### src/rtl/contador_mod_updown.sv
// -----------------------------------------------------------------------------
// contador_mod_updown
//
// Parametrised synchronous modulo-M up/down counter with 74163-style controls.
// It keeps the 74163 behaviour: synchronous active-low clear, synchronous
// active-low load, ENP/ENT enables and a ripple carry out. It adds a count
// direction, a magnitude comparator against REF, and a saturating wrap counter.
//
// Parameters:
//   N : counter width in bits
//   M : counting modulus (2 <= M <= 2**N); Q runs through 0..M-1
//   W : width of the saturating wrap-event counter
//
// Ports:
//   CLK      in   clock; every state change happens on its rising edge
//   CLR      in   synchronous active-low clear (highest priority)
//   LD       in   synchronous active-low parallel load; D is clamped to M-1
//   D        in   parallel load data [N-1:0]
//   ENP      in   count enable (parallel)
//   ENT      in   count enable (trickle); also gates RCO
//   UP       in   direction: 1 = up, 0 = down
//   REF      in   comparator reference [N-1:0]
//   Q        out  counter state (registered) [N-1:0]
//   RCO      out  terminal count in the current direction, gated by ENT (comb)
//   EQ/GT/LT out  unsigned compare of Q against REF (comb, exactly one is set)
//   WRAP     out  registered pulse in the cycle after a wrap edge
//   WRAP_CNT out  wraps since clear, saturating at all-ones [W-1:0]
// -----------------------------------------------------------------------------
module contador_mod_updown #(
    parameter int N = 4,
    parameter int M = 16,
    parameter int W = 8
) (
    input  logic         CLK,
    input  logic         CLR,
    input  logic         LD,
    input  logic [N-1:0] D,
    input  logic         ENP,
    input  logic         ENT,
    input  logic         UP,
    input  logic [N-1:0] REF,
    output logic [N-1:0] Q,
    output logic         RCO,
    output logic         EQ,
    output logic         GT,
    output logic         LT,
    output logic         WRAP,
    output logic [W-1:0] WRAP_CNT
);

    // Largest legal state. M may equal 2**N, so M-1 always fits in N bits.
    localparam logic [N-1:0] Q_MAX = N'(M - 1);

    logic         count_en;
    logic         at_terminal;
    logic         wrap_evt;
    logic [N-1:0] q_next_count;
    logic [N-1:0] d_clamped;

    always_comb begin
        count_en     = ENP & ENT;
        // Terminal state depends on direction: M-1 going up, 0 going down.
        at_terminal  = UP ? (Q == Q_MAX) : (Q == '0);
        wrap_evt     = count_en & at_terminal;
        d_clamped    = (D > Q_MAX) ? Q_MAX : D;
        q_next_count = Q;
        if (UP) begin
            q_next_count = at_terminal ? '0 : Q + N'(1);
        end else begin
            q_next_count = at_terminal ? Q_MAX : Q - N'(1);
        end
    end

    // RCO ignores ENP so that chained stages can cascade ENT <= RCO.
    assign RCO = ENT & at_terminal;
    assign EQ  = (Q == REF);
    assign GT  = (Q >  REF);
    assign LT  = (Q <  REF);

    // NOTE: state registers use non-blocking assignments so every flop samples
    // pre-edge values; the clear lives inside the clocked block, so it is
    // purely synchronous with no asynchronous path.
    always_ff @(posedge CLK) begin
        if (!CLR) begin
            Q        <= '0;
            WRAP     <= 1'b0;
            WRAP_CNT <= '0;
        end else if (!LD) begin
            Q    <= d_clamped;
            WRAP <= 1'b0;
        end else if (count_en) begin
            Q    <= q_next_count;
            WRAP <= wrap_evt;
            // Saturate rather than roll over once all ones is reached.
            if (wrap_evt && (WRAP_CNT != {W{1'b1}})) begin
                WRAP_CNT <= WRAP_CNT + W'(1);
            end
        end else begin
            WRAP <= 1'b0;
        end
    end

endmodule

### config.mk
export PLATFORM = sky130hd
export DESIGN_NAME = contador_mod_updown
export DESIGN_NICKNAME = d
export VERILOG_FILES = /design/src/rtl/contador_mod_updown.sv
export SDC_FILE = /design/constraint.sdc
export NUM_CORES = 1
export LEC_CHECK = 0
export ABC_AREA = 1
export BUFFER_PORTS_ARGS = -buffer_cell sky130_fd_sc_hd__buf_2
export CAP_MARGIN = 20
export CORE_MARGIN = 2
export CORE_UTILIZATION = 40
export DETAILED_ROUTE_END_ITERATION = 12
export PLACE_DENSITY = 0.62
export SYNTH_ARGS = -nofsm -noshare
export SYNTH_HDL_FRONTEND = slang
export SYNTH_SLANG_ARGS = --single-unit
### constraint.sdc
create_clock -name CLK -period 3.5 [get_ports CLK]
set_input_delay 0.525 -clock CLK [delete_from_list [all_inputs] [get_ports CLK]]
set_output_delay 0.525 -clock CLK [all_outputs]
set_load 0.1 [all_outputs]
Word level (Yosys, flattened, before mapping):

Index checks and enable logic that the tools add are counted.

* word-level logic and storage cells: 27
* output and inout port bits: 17
* register bits after elaboration: 13

* eq/ne operators: 4
* mux-type cells: 7
* bitwise logic cells: 3
* reduce and logical (&&, ||, !) cells: 4
* $lt $le $gt $ge: 3
* $add $sub $neg: 3

Operators by type and width (number)
* 2-to-1 mux 4 bit: 6
* adder 8 x 1 -> 8 bit, second input constant: 1
* inequality test 8 bit, second input constant: 1
* AND reduction 3 bit: 2
* adder 4 x 1 -> 4 bit, second input constant: 1
* equality test 4 bit: 1
* equality test 4 bit, second input constant: 1
* > comparator 4 bit: 1
* > comparator 4 bit, second input constant: 1
* logical NOT 4 bit: 1
* < comparator 4 bit: 1
* subtractor 4 x 1 -> 4 bit, second input constant: 1
* AND 1 bit: 3
* inequality test 2 x 1 -> 1 bit, second input constant: 1
* logical AND 1 bit: 1
* 2-to-1 mux 1 bit: 1

Longest topological paths before layout:

Gate-level depths: netlist of the first run.

* depth after elaboration: 6
* mapped depth: 10
* gate-level depth less buffers: 10

Worst setup path before layout of the first run:

OpenSTA, ideal clock, no wires.

* path kind: reg2out
* start point: register Q[0]
* end point: output port GT
* arrival time: 3.867 ns
* stages on the path, launching flop included: 6
* path buffers: 0
* slack: -0.892 ns
* cells stage by stage: dfxtp_1 > inv_1 > ha_1 > nand2_1 > nor2_1 > nor2_1

* word-level cells in the longest chain between the ends: 1

Ends and longest elaborated chain
* start: declaration: line 42 `output logic [N-1:0] Q,`
* start signal: assignment: line 89 `Q <= d_clamped;`
* start signal: assignment: line 92 `Q <= q_next_count;`
* > comparator 4 bit: line 77 `assign GT = (Q > REF);`
* end: declaration: line 45 `output logic GT,`

No other way between the ends.

Worst setup path after layout of the first run:

* start point: register Q[3]
* end point: output port LT

* word-level cells in the longest chain between the ends: 1

Ends and longest elaborated chain
* < comparator 4 bit: line 78 `assign LT = (Q < REF);`
* end: declaration: line 46 `output logic LT,`

No other way between the ends.

==> results of run 1 <==
metal layers:
metal / share of wire [%] / up-vias / wire (um) / GRT usage [%]
met3: 5.3 / 6 / 120 / 5.93
met2: 46 / 28 / 1050 / 29.8
met5: 0 / - / 0 / 0
met1: 47 / 462 / 1070 / 26.7
met4: 0.75 / 0 / 17 / 2.56
li1: - / 551 / - / -
cell usage in the layout (no fill, tap or decap), types with 2 or more instances in the layout:
cell and instances:
sky130_fd_sc_hd__nand4_1 5, sky130_fd_sc_hd__nand3_1 11, sky130_fd_sc_hd__dfxtp_1 13, sky130_fd_sc_hd__ha_1 7, sky130_fd_sc_hd__clkbuf_4 3, sky130_fd_sc_hd__nor2_1 12
sky130_fd_sc_hd__inv_2 3, sky130_fd_sc_hd__a21oi_1 11, sky130_fd_sc_hd__nor2_4 2, sky130_fd_sc_hd__nand2_1 44, sky130_fd_sc_hd__o21ai_0 5, sky130_fd_sc_hd__nand2_4 3
sky130_fd_sc_hd__inv_1 21, sky130_fd_sc_hd__xnor2_1 3, sky130_fd_sc_hd__buf_2 30, sky130_fd_sc_hd__nand2_2 2
worst reg2reg max path, delay by kind of cell (launching register included):
kind | cells | cell delay [ns]
flops | 1 | 0.35
buf+inv | 2 | 0.21
fa+ha+maj | 1 | 0.20
compound gates | 1 | 0.06
simple gates | 5 | 0.65
area by class of cell:
type | instances | area (um^2) | area share [%]
clock inverters | 1 | 5.00 | 0.417
clock buffers | 3 | 22.5 | 1.88
flip-flops and latches | 13 | 260 | 21.7
multi-input cells | 113 | 638 | 53.1
inverters | 24 | 90.1 | 7.50
well taps | 28 | 35.0 | 2.92
repair buffers | 30 | 150 | 12.5
sequential cells by signal, summed over array words and instances (netlist names):
name / count
WRAP: 1
Q: 4
WRAP_CNT: 8
kinds of logic (layout without fill, tap and decap cells):
group / count (synthesis) / in the layout
simple gates: 82 / 82
buf+inv: 25 / 58
compound gates: 20 / 20
flops: 13 / 13
fa+ha+maj: 7 / 7
xor+xnor: 4 / 4
worst max path at each step:
stage / to / slack, ns
global route: RCO / 0.94
global placement: GT / 1.24
CTS: GT / 1.07
detailed placement: GT / 1.17
floorplan: GT / 0.15
finish: LT / 1.10
power by group:
group / leakage [nW] / total, W / internal (W) / switching [W]
sequential: 0.106 / 0.000159 / 0.000152 / 0.00000706
combinational: 0.530 / 0.000135 / 0.0000314 / 0.000103
clock: 0.0177 / 0.0000942 / 0.0000424 / 0.0000518
total: 0.653 / 0.000387 / 0.000225 / 0.000162
per-stage QoR:
stage	worst slack (ns)	power (W)	instances	instance area, um^2
floorplan	0.152	0.000270	151	992
finish	1.10	0.000387	212	1200
CTS	1.07	0.000393	212	1200
global route	0.937	0.000412	212	1200
detailed placement	1.17	0.000297	208	1170
global placement	1.24	0.000294	208	1170
==> results.json, run 1 <==
{
  "hold_fix_buffers_at_cts": 0,
  "largest_family_of_logic_cells_by_synthesized_area": "simple AND/OR/NAND/NOR gates",
  "power_leakage_nw": 0.653,
  "nets": 206,
  "synth_compound_area_share_pct": 11.3,
  "count_of_endpoints_failing_hold_in_the_final_timing_report": 0,
  "path_class": "flip-flop to output port",
  "clock_tree_from_tritoncts": "yes",
  "placement_rows": 17,
  "ff2ff_path_depth": 9,
  "cts_repair_resize_count": 0,
  "power.ir.vdd_worst_mv": 0.197,
  "detail-route-antenna-nets": 0,
  "totalNegativeSetupSlack_ns": 0,
  "timing.hold.worst_endpoint": "WRAP_CNT[7]",
  "synthesis.instances": 151,
  "critical_path.slowest_cell": "sky130_fd_sc_hd__dfxtp_1",
  "yosys.area_share.simple_pct": 40.0,
  "drt-total-wl_um": 2260,
  "path_depth": 4,
  "ys_seq_elements": 13,
  "worst_setup_path_end_kind": "output port",
  "detail_route.iter0.violations": 14,
  "cts.repair_timing.setup_buffer_count": 0,
  "max_cap_violations": 0,
  "outcome": "completed",
  "yosys.area_share.adder_pct": 8.95,
  "final_period_minus_worst_setup_slack_ns": 2.40,
  "grt_remaining_overflow": 0,
  "vias_per_cell": 4.94,
  "grt_max_degree": 13,
  "flow.area_growth_from_synthesis_pct": 22.8,
  "clkTransAtPathRegs_ns": 0.09,
  "timing.clock.skew_ns": 0.00613,
  "rsz0062_at_grt": "false",
  "final.period_utilization_pct": 68.7,
  "drcViolationCount": 0,
  "yosys-mux-area-fraction_pct": 0,
  "grt_pass1_vias": 951,
  "globalplace.congestion": 0.822,
  "floorplan.io_pins": 31,
  "n_fill_cell": 255,
  "max-slew-margin-rel_pct": 67.4,
  "fraction_of_layout_instances_using_a_drive_strength_above_1_pct": 26.1,
  "detail_route.wl_per_cell_um": 10.7,
  "syn-num-nets": 172,
  "path_buf_inv": 1,
  "crit_path_cells": "ha_1 -> a21oi_1 -> o21a_1 -> buf_2",
  "r2r_slack_ns": 1.88,
  "postSynth.topFlopCell": "sky130_fd_sc_hd__dfxtp_1",
  "critical-path-max-stage-delay_ns": 0.50,
  "r2r_start": "Q[0]",
  "die_y_um": 53.5,
  "synthesis.area_per_instance_um2": 6.48,
  "synth_area_leader_cell": "sky130_fd_sc_hd__dfxtp_1",
  "yosysWarningCount": 0,
  "ctsHtreeMaxLevel": 1,
  "slew_viol_final": 0,
  "arrival_ns": 1.88,
  "synth_top_cells_by_count": "sky130_fd_sc_hd__nand2_1, sky130_fd_sc_hd__inv_1, sky130_fd_sc_hd__nor2_1",
  "timing.critical_path.from_type": "flip-flop",
  "critPathRequiredTime_ns": 2.97,
  "antenna_cells_inserted": 0,
  "antenna_violations_before_repair": 0,
  "synth_enable_flop_cells": 0,
  "synth_top_area_share_pct": 26.6,
  "worstHoldPathCells": 2,
  "worstReg2RegEnd": "WRAP_CNT[6]",
  "dp.final_hpwl_um": 1810,
  "sequential_share_of_the_synthesized_area_pct": 26.6,
  "track_usage_pct": 19.3,
  "worstMarginPinSlew_ns": 0.492,
  "core_area_um2": 2250,
  "ys_async_sr_fraction_pct": 0,
  "synth-xor-area-share_pct": 3.58,
  "power_density_nw_per_um2": 323,
  "worst_path_dominant_cell_family": "flip-flops",
  "cts_inserted_buffers": 3,
  "synth.lib_cells_used.distinct": 22,
  "grt_pass1_wl_um": 4070,
  "max_clock_freq_ghz": 0.416,
  "clock-root-buffer": "sky130_fd_sc_hd__clkbuf_4",
  "startpoint_of_the_most_critical_hold_path": "WRAP_CNT[7]",
  "setup_viol": 0,
  "initial_utilization_pct": 43.4,
  "utilization_pct": 53.3,
  "buffer_ports.inserted": 30,
  "clock_tree.buffer_depth": 2,
  "netlist_area_um2": 978,
  "synth.most_common_cell": "sky130_fd_sc_hd__nand2_1",
  "drt_pre_antenna_iters": 4,
  "worstSkewPairLatency_ns": 0.28,
  "ys_top_cells_by_area": "sky130_fd_sc_hd__dfxtp_1, sky130_fd_sc_hd__nand2_1, sky130_fd_sc_hd__ha_1",
  "worst_setup_path_startpoint": "Q[3]",
  "timing.hold.worst.class": "flip-flop to flip-flop",
  "hold_ws_ns": 0.514,
  "cts.sink_count": 13,
  "critical_path.max_fanout": 8,
  "area_of_the_die_um2": 2860,
  "dr_total_vias": 1047,
  "die_width_um": 53.5
}
(Power assumes the default switching activity.)
==> inputs of run 2 (changes only) <==
clock period = 2.45 ns   (was 3.5 ns; I/O delays follow)
==> run 2 against run 1 <==
Against the previous run:
- setup slack lost 0.86 ns
- die area is the same
- critical path depth grew 3
- clock power up 40%
- clock skew down 0.0029 ns
- flip-flop and latch count unchanged
- cell count did not move
- sequential share of layout area is 0.40 points higher
- cell area increased by 1.0%
- critical endpoint is now RCO
==> results.json, run 2 (synthesized netlist as in run 1, its figures left out) <==
{
  "detail-route-antenna-nets": 0,
  "final.period_utilization_pct": 90.2,
  "antenna_violations_before_repair": 0,
  "antenna_cells_inserted": 0,
  "max_cap_violations": 0,
  "grt_pass1_vias": 878,
  "clock_tree.buffer_depth": 2,
  "cts.repair_timing.setup_buffer_count": 0,
  "place_ws_ns": 0.448,
  "most_frequent_standard_cell_in_the_layout_excluding_fill_and_tap_cells": "sky130_fd_sc_hd__nand2_1",
  "clock-root-buffer": "sky130_fd_sc_hd__clkbuf_4",
  "critPathRequiredTime_ns": 2.08,
  "grt_max_degree": 13,
  "ctsHtreeMaxLevel": 1,
  "max-slew-margin-rel_pct": 67.6,
  "flow.area_growth_from_synthesis_pct": 24.0,
  "n_fill_cell": 254,
  "vias_per_cell": 4.68,
  "path_class": "flip-flop to output port",
  "globalplace.congestion": 0.858,
  "final_area_um2": 1210,
  "count_of_endpoints_failing_hold_in_the_final_timing_report": 0,
  "worstSkewPairLatency_ns": 0.27,
  "nets": 206,
  "arrival_ns": 1.84,
  "final-seq-area_um2": 268,
  "die_y_um": 53.5,
  "cts.sink_count": 13,
  "hold_fix_buffers_at_cts": 0,
  "dr_total_vias": 992,
  "floorplan.io_pins": 31,
  "multi_input_area_um2": 644,
  "reg.largest.list": "WRAP_CNT: 8 flops, Q: 4 flops, WRAP: 1 flops",
  "power.ir.vdd_worst_mv": 0.386,
  "totalNegativeSetupSlack_ns": 0,
  "drt_pre_antenna_iters": 4,
  "outcome": "completed",
  "critical_path.max_fanout": 6,
  "detail_route.wl_per_cell_um": 9.98,
  "largest_register": "WRAP_CNT",
  "final_cells": 212,
  "timing.clock.skew_ns": 0.00323,
  "largest_register_ff_count": 8,
  "area_of_the_die_um2": 2860,
  "detail_route.iter0.violations": 28,
  "drt-total-wl_um": 2120,
  "track_usage_pct": 17.8,
  "max_clock_freq_ghz": 0.452,
  "rsz0062_at_grt": "false",
  "clock_tree_from_tritoncts": "yes",
  "worst_setup_path_end_kind": "output port",
  "power_density_nw_per_um2": 455,
  "cts_repair_resize_count": 0,
  "setup_viol": 0,
  "timing.hold.worst.class": "input port to flip-flop",
  "dp.final_hpwl_um": 1670,
  "timing.critical_path.from_type": "flip-flop",
  "clkTransAtPathRegs_ns": 0.08,
  "initial_utilization_pct": 43.4,
  "core_area_um2": 2250,
  "grt_pass1_wl_um": 3760,
  "placement_rows": 17,
  "placedCellCount": 208,
  "final_period_minus_worst_setup_slack_ns": 2.21,
  "cts_inserted_buffers": 3,
  "drcViolationCount": 0,
  "fraction_of_layout_instances_using_a_drive_strength_above_1_pct": 28.3,
  "grt_remaining_overflow": 0,
  "die_width_um": 53.5,
  "placedInstanceArea_um2": 1190,
  "buffer_ports.inserted": 30,
  "power_leakage_nw": 0.652,
  "slew_viol_final": 0,
  "commonest_non_fill_non_tap_cells_in_the_layout": "sky130_fd_sc_hd__nand2_1, sky130_fd_sc_hd__buf_2, sky130_fd_sc_hd__inv_1",
  "fin_ws_ns": 0.239,
  "worstMarginPinSlew_ns": 0.489
}
[run 2: cell types whose count changed in the layout (fill, tap and decap cells not counted), sizes merged]
cell / previous run / this run
clkinv: 1 / 0
clkbuf: 3 / 4
[run 2: worst paths after layout]
check	start	endpoint	slack (ns)	depth (start not counted)
hold / removal	D[1]	Q[1]	0.36	3
setup reg to reg	Q[0]	WRAP_CNT[3]	0.86	9
setup / recovery	Q[0]	RCO	0.24	7
hold reg to reg	WRAP_CNT[4]	WRAP_CNT[4]	0.52	2
[run 2: where the power goes]
part	switching (W)	internal (W)	total, W	leakage [nW]
registers	0.0000104	0.000217	0.000228	0.107
logic	0.000147	0.0000464	0.000193	0.530
clock network	0.0000685	0.0000631	0.000132	0.0150
total	0.000226	0.000327	0.000552	0.652
[run 2: routing by layer]
| layer | routed length, um | vias up | global-route usage (%) |
|---|---|---|---|
| li1 | - | 546 | - |
| met2 | 902 | 25 | 26.1 |
| met1 | 1100 | 421 | 25.3 |
| met3 | 116 | 0 | 5.93 |
| met5 | 0 | - | 0 |
| met4 | 0 | 0 | 2.56 |
[run 2: layout make-up]
type                    count  share of cell area [%]
repair buffers             30                    12.4
well taps                  28                    2.89
clock buffers               4                    2.16
flip-flops and latches     13                    22.1
inverters                  24                    7.42
multi-input cells         113                    53.1
[run 2: stage by stage]
step | hold slack, ns | total power (W) | utilization, %
after floorplan | 0.509 | 0.000390 | -
after global placement | 0.499 | 0.000425 | 52.7
after detailed placement | 0.509 | 0.000427 | 52.7
after CTS | 0.354 | 0.000558 | 53.8
after global routing | 0.356 | 0.000588 | 53.8
final | 0.361 | 0.000552 | 53.8
[run 2: worst max-delay path, cell delays in order, from the launching register on]
cell and delay, ns:
sky130_fd_sc_hd__dfxtp_4 0.36, sky130_fd_sc_hd__inv_1 0.16, sky130_fd_sc_hd__ha_1 0.20, sky130_fd_sc_hd__inv_1 0.04, sky130_fd_sc_hd__nor2_1 0.14, sky130_fd_sc_hd__nand2_2 0.12, sky130_fd_sc_hd__a21boi_2 0.12, sky130_fd_sc_hd__buf_2 0.42
==> inputs of run 3 (changes only) <==
CORE_UTILIZATION = 30   (was 40)
PLACE_DENSITY = 0.49   (was 0.62)
==> run 3 against run 2 <==
Against the previous run:
- maximum frequency about the same
- die area up 31%
- flip-flop and latch count is the same
- routed wire length is 13% higher
- clock skew shrank 0.0023 ns
- cell area up 1.6%
- via count rose by 4.4%
- cell count grew 7.5%
- largest cell class unchanged
- largest power group unchanged
==> results.json, run 3 (synthesized netlist as in run 1, its figures left out) <==
{
  "outcome": "completed",
  "dr_total_vias": 1036,
  "hold_fix_buffers_at_cts": 0,
  "ctsHtreeMaxLevel": 1,
  "antenna_cells_inserted": 0,
  "worstSkewPairLatency_ns": 0.28,
  "clock_tree_from_tritoncts": "yes",
  "fraction_of_layout_instances_using_a_drive_strength_above_1_pct": 28.3,
  "internal_w": 0.000327,
  "commonest_non_fill_non_tap_cells_in_the_layout": "sky130_fd_sc_hd__nand2_1, sky130_fd_sc_hd__buf_2, sky130_fd_sc_hd__inv_1",
  "track_usage_pct": 14.9,
  "floorplan.io_pins": 31,
  "ff2ff_path_depth": 9,
  "setup_viol": 0,
  "flow.area_growth_from_synthesis_pct": 26.1,
  "timing.hold.worst.class": "input port to flip-flop",
  "worst_setup_path_end_kind": "output port",
  "pwr-share-seq_pct": 41.0,
  "grt_max_degree": 13,
  "worstMarginPinSlew_ns": 0.485,
  "drt-total-wl_um": 2390,
  "power.ir.vdd_worst_mv": 0.240,
  "max_clock_freq_ghz": 0.452,
  "max_cap_violations": 0,
  "comb_power_share_pct": 34.8,
  "power_switching_share_pct": 41.3,
  "drcViolationCount": 0,
  "initial_utilization_pct": 31.8,
  "critical-path-max-stage-delay_ns": 0.43,
  "detail_route.iter0.violations": 35,
  "clkTransAtPathRegs_ns": 0.08,
  "critPathRequiredTime_ns": 2.08,
  "cts.repair_timing.setup_buffer_count": 0,
  "core_area_um2": 3080,
  "cts.sink_count": 13,
  "rsz0062_at_grt": "false",
  "clock-root-buffer": "sky130_fd_sc_hd__clkbuf_4",
  "nets": 206,
  "final.period_utilization_pct": 90.3,
  "drt_pre_antenna_iters": 4,
  "fin_total_pwr_w": 0.000557,
  "power.net_switching_w": 0.000230,
  "worst_path_dominant_cell_family": "buffers and inverters",
  "critical_path.max_fanout": 6,
  "die_y_um": 61.1,
  "crit_path_cells": "inv_1 -> ha_1 -> inv_1 -> nor2_1 -> nand2_2 -> a21boi_2 -> buf_2",
  "power_leakage_nw": 0.652,
  "timing.hold.worst_endpoint": "Q[1]",
  "totalNegativeSetupSlack_ns": 0,
  "clock_power_share_pct": 24.3,
  "most_frequent_standard_cell_in_the_layout_excluding_fill_and_tap_cells": "sky130_fd_sc_hd__nand2_1",
  "timing.clock.skew_ns": 0.000916,
  "startpoint_of_the_most_critical_hold_path": "D[1]",
  "final_period_minus_worst_setup_slack_ns": 2.21,
  "dp.final_hpwl_um": 1840,
  "vias_per_cell": 4.54,
  "timing.critical_path.from_type": "flip-flop",
  "slew_viol_final": 0,
  "arrival_ns": 1.84,
  "largest_register_ff_count": 8,
  "path_class": "flip-flop to output port",
  "die_width_um": 61.1,
  "cpMostUsedCell": "sky130_fd_sc_hd__inv_1",
  "worstReg2RegEnd": "WRAP_CNT[7]",
  "power_density_nw_per_um2": 451,
  "clock_tree.buffer_depth": 2,
  "path_buf_inv": 3,
  "count_of_endpoints_failing_hold_in_the_final_timing_report": 0,
  "cts_inserted_buffers": 3,
  "r2r_start": "Q[0]",
  "detail-route-antenna-nets": 0,
  "antenna_violations_before_repair": 0,
  "cts_repair_resize_count": 0,
  "grt_pass1_wl_um": 4140,
  "grt_remaining_overflow": 0,
  "worstHoldPathCells": 3,
  "grt_pass1_vias": 952,
  "globalplace.congestion": 0.771,
  "largest_register": "WRAP_CNT",
  "r2r_slack_ns": 0.86,
  "area_of_the_die_um2": 3730,
  "reg.largest.list": "WRAP_CNT: 8 flops, Q: 4 flops, WRAP: 1 flops",
  "detail_route.wl_per_cell_um": 10.5,
  "max-slew-margin-rel_pct": 67.9,
  "placement_rows": 20,
  "buffer_ports.inserted": 30,
  "critical_path.slowest_cell": "sky130_fd_sc_hd__buf_2"
}
-- run 3: cell counts in the layout (fill, tap and decap cells not counted) --
No cell type changed its count.
-- run 3: final cells by class --
cell class,count,area (um^2)
multi-input combinational,113,644
inverter,24,90.1
sequential,13,268
clock buffer,4,26.3
fill,355,1840
timing repair buffer,30,150
tap,44,55.1
-- run 3: power by group through the flow --
stage | sequential (W) | clock [W] | combinational, W
CTS | 0.000228 | 0.000145 | 0.000196
finish | 0.000228 | 0.000135 | 0.000194
detailed placement | 0.000233 | 0 | 0.000195
global route | 0.000229 | 0.000148 | 0.000212
floorplan | 0.000269 | 0 | 0.000121
global placement | 0.000233 | 0 | 0.000193
-- run 3: tightest hold or removal path, delay by kind of cell --
kind,cells,cell delay (ns)
AND/OR/NAND/NOR,1,0.05
AO/OA/AOI/OAI,1,0.07
buffers and inverters,1,0.10
-- run 3: per-layer routing --
layer,share of wire (%),track usage [%],vias to the layer above,wire length (um)
met4,0.84,2.80,0,20
met3,4.4,5.04,7,105
met2,45,22.9,26,1070
met1,50,20.4,454,1200
met5,0,0,-,0
li1,-,-,549,-
-- run 3: worst max-delay path by stage --
| stage | cells after the start | slack [ns] | start | end |
|---|---|---|---|---|
| final | 7 | 0.24 | Q[0] | RCO |
| after global routing | 7 | 0.08 | Q[0] | RCO |
| after floorplan | 5 | 0.03 | Q[1] | RCO |
| after CTS | 7 | 0.21 | Q[0] | RCO |
| after global placement | 9 | 0.48 | REF[1] | GT |
| after detailed placement | 9 | 0.45 | REF[1] | GT |
-- run 3: per-stage QoR --
step	setup slack (ns)	cell area (um^2)	cells	hold slack, ns	util [%]
floorplan	0.0349	1010	151	0.509	-
global placement	0.476	1210	224	0.501	39.2
detailed placement	0.446	1210	224	0.510	39.2
CTS	0.214	1230	228	0.341	40.1
global route	0.0839	1230	228	0.377	40.1
finish	0.238	1230	228	0.351	40.1
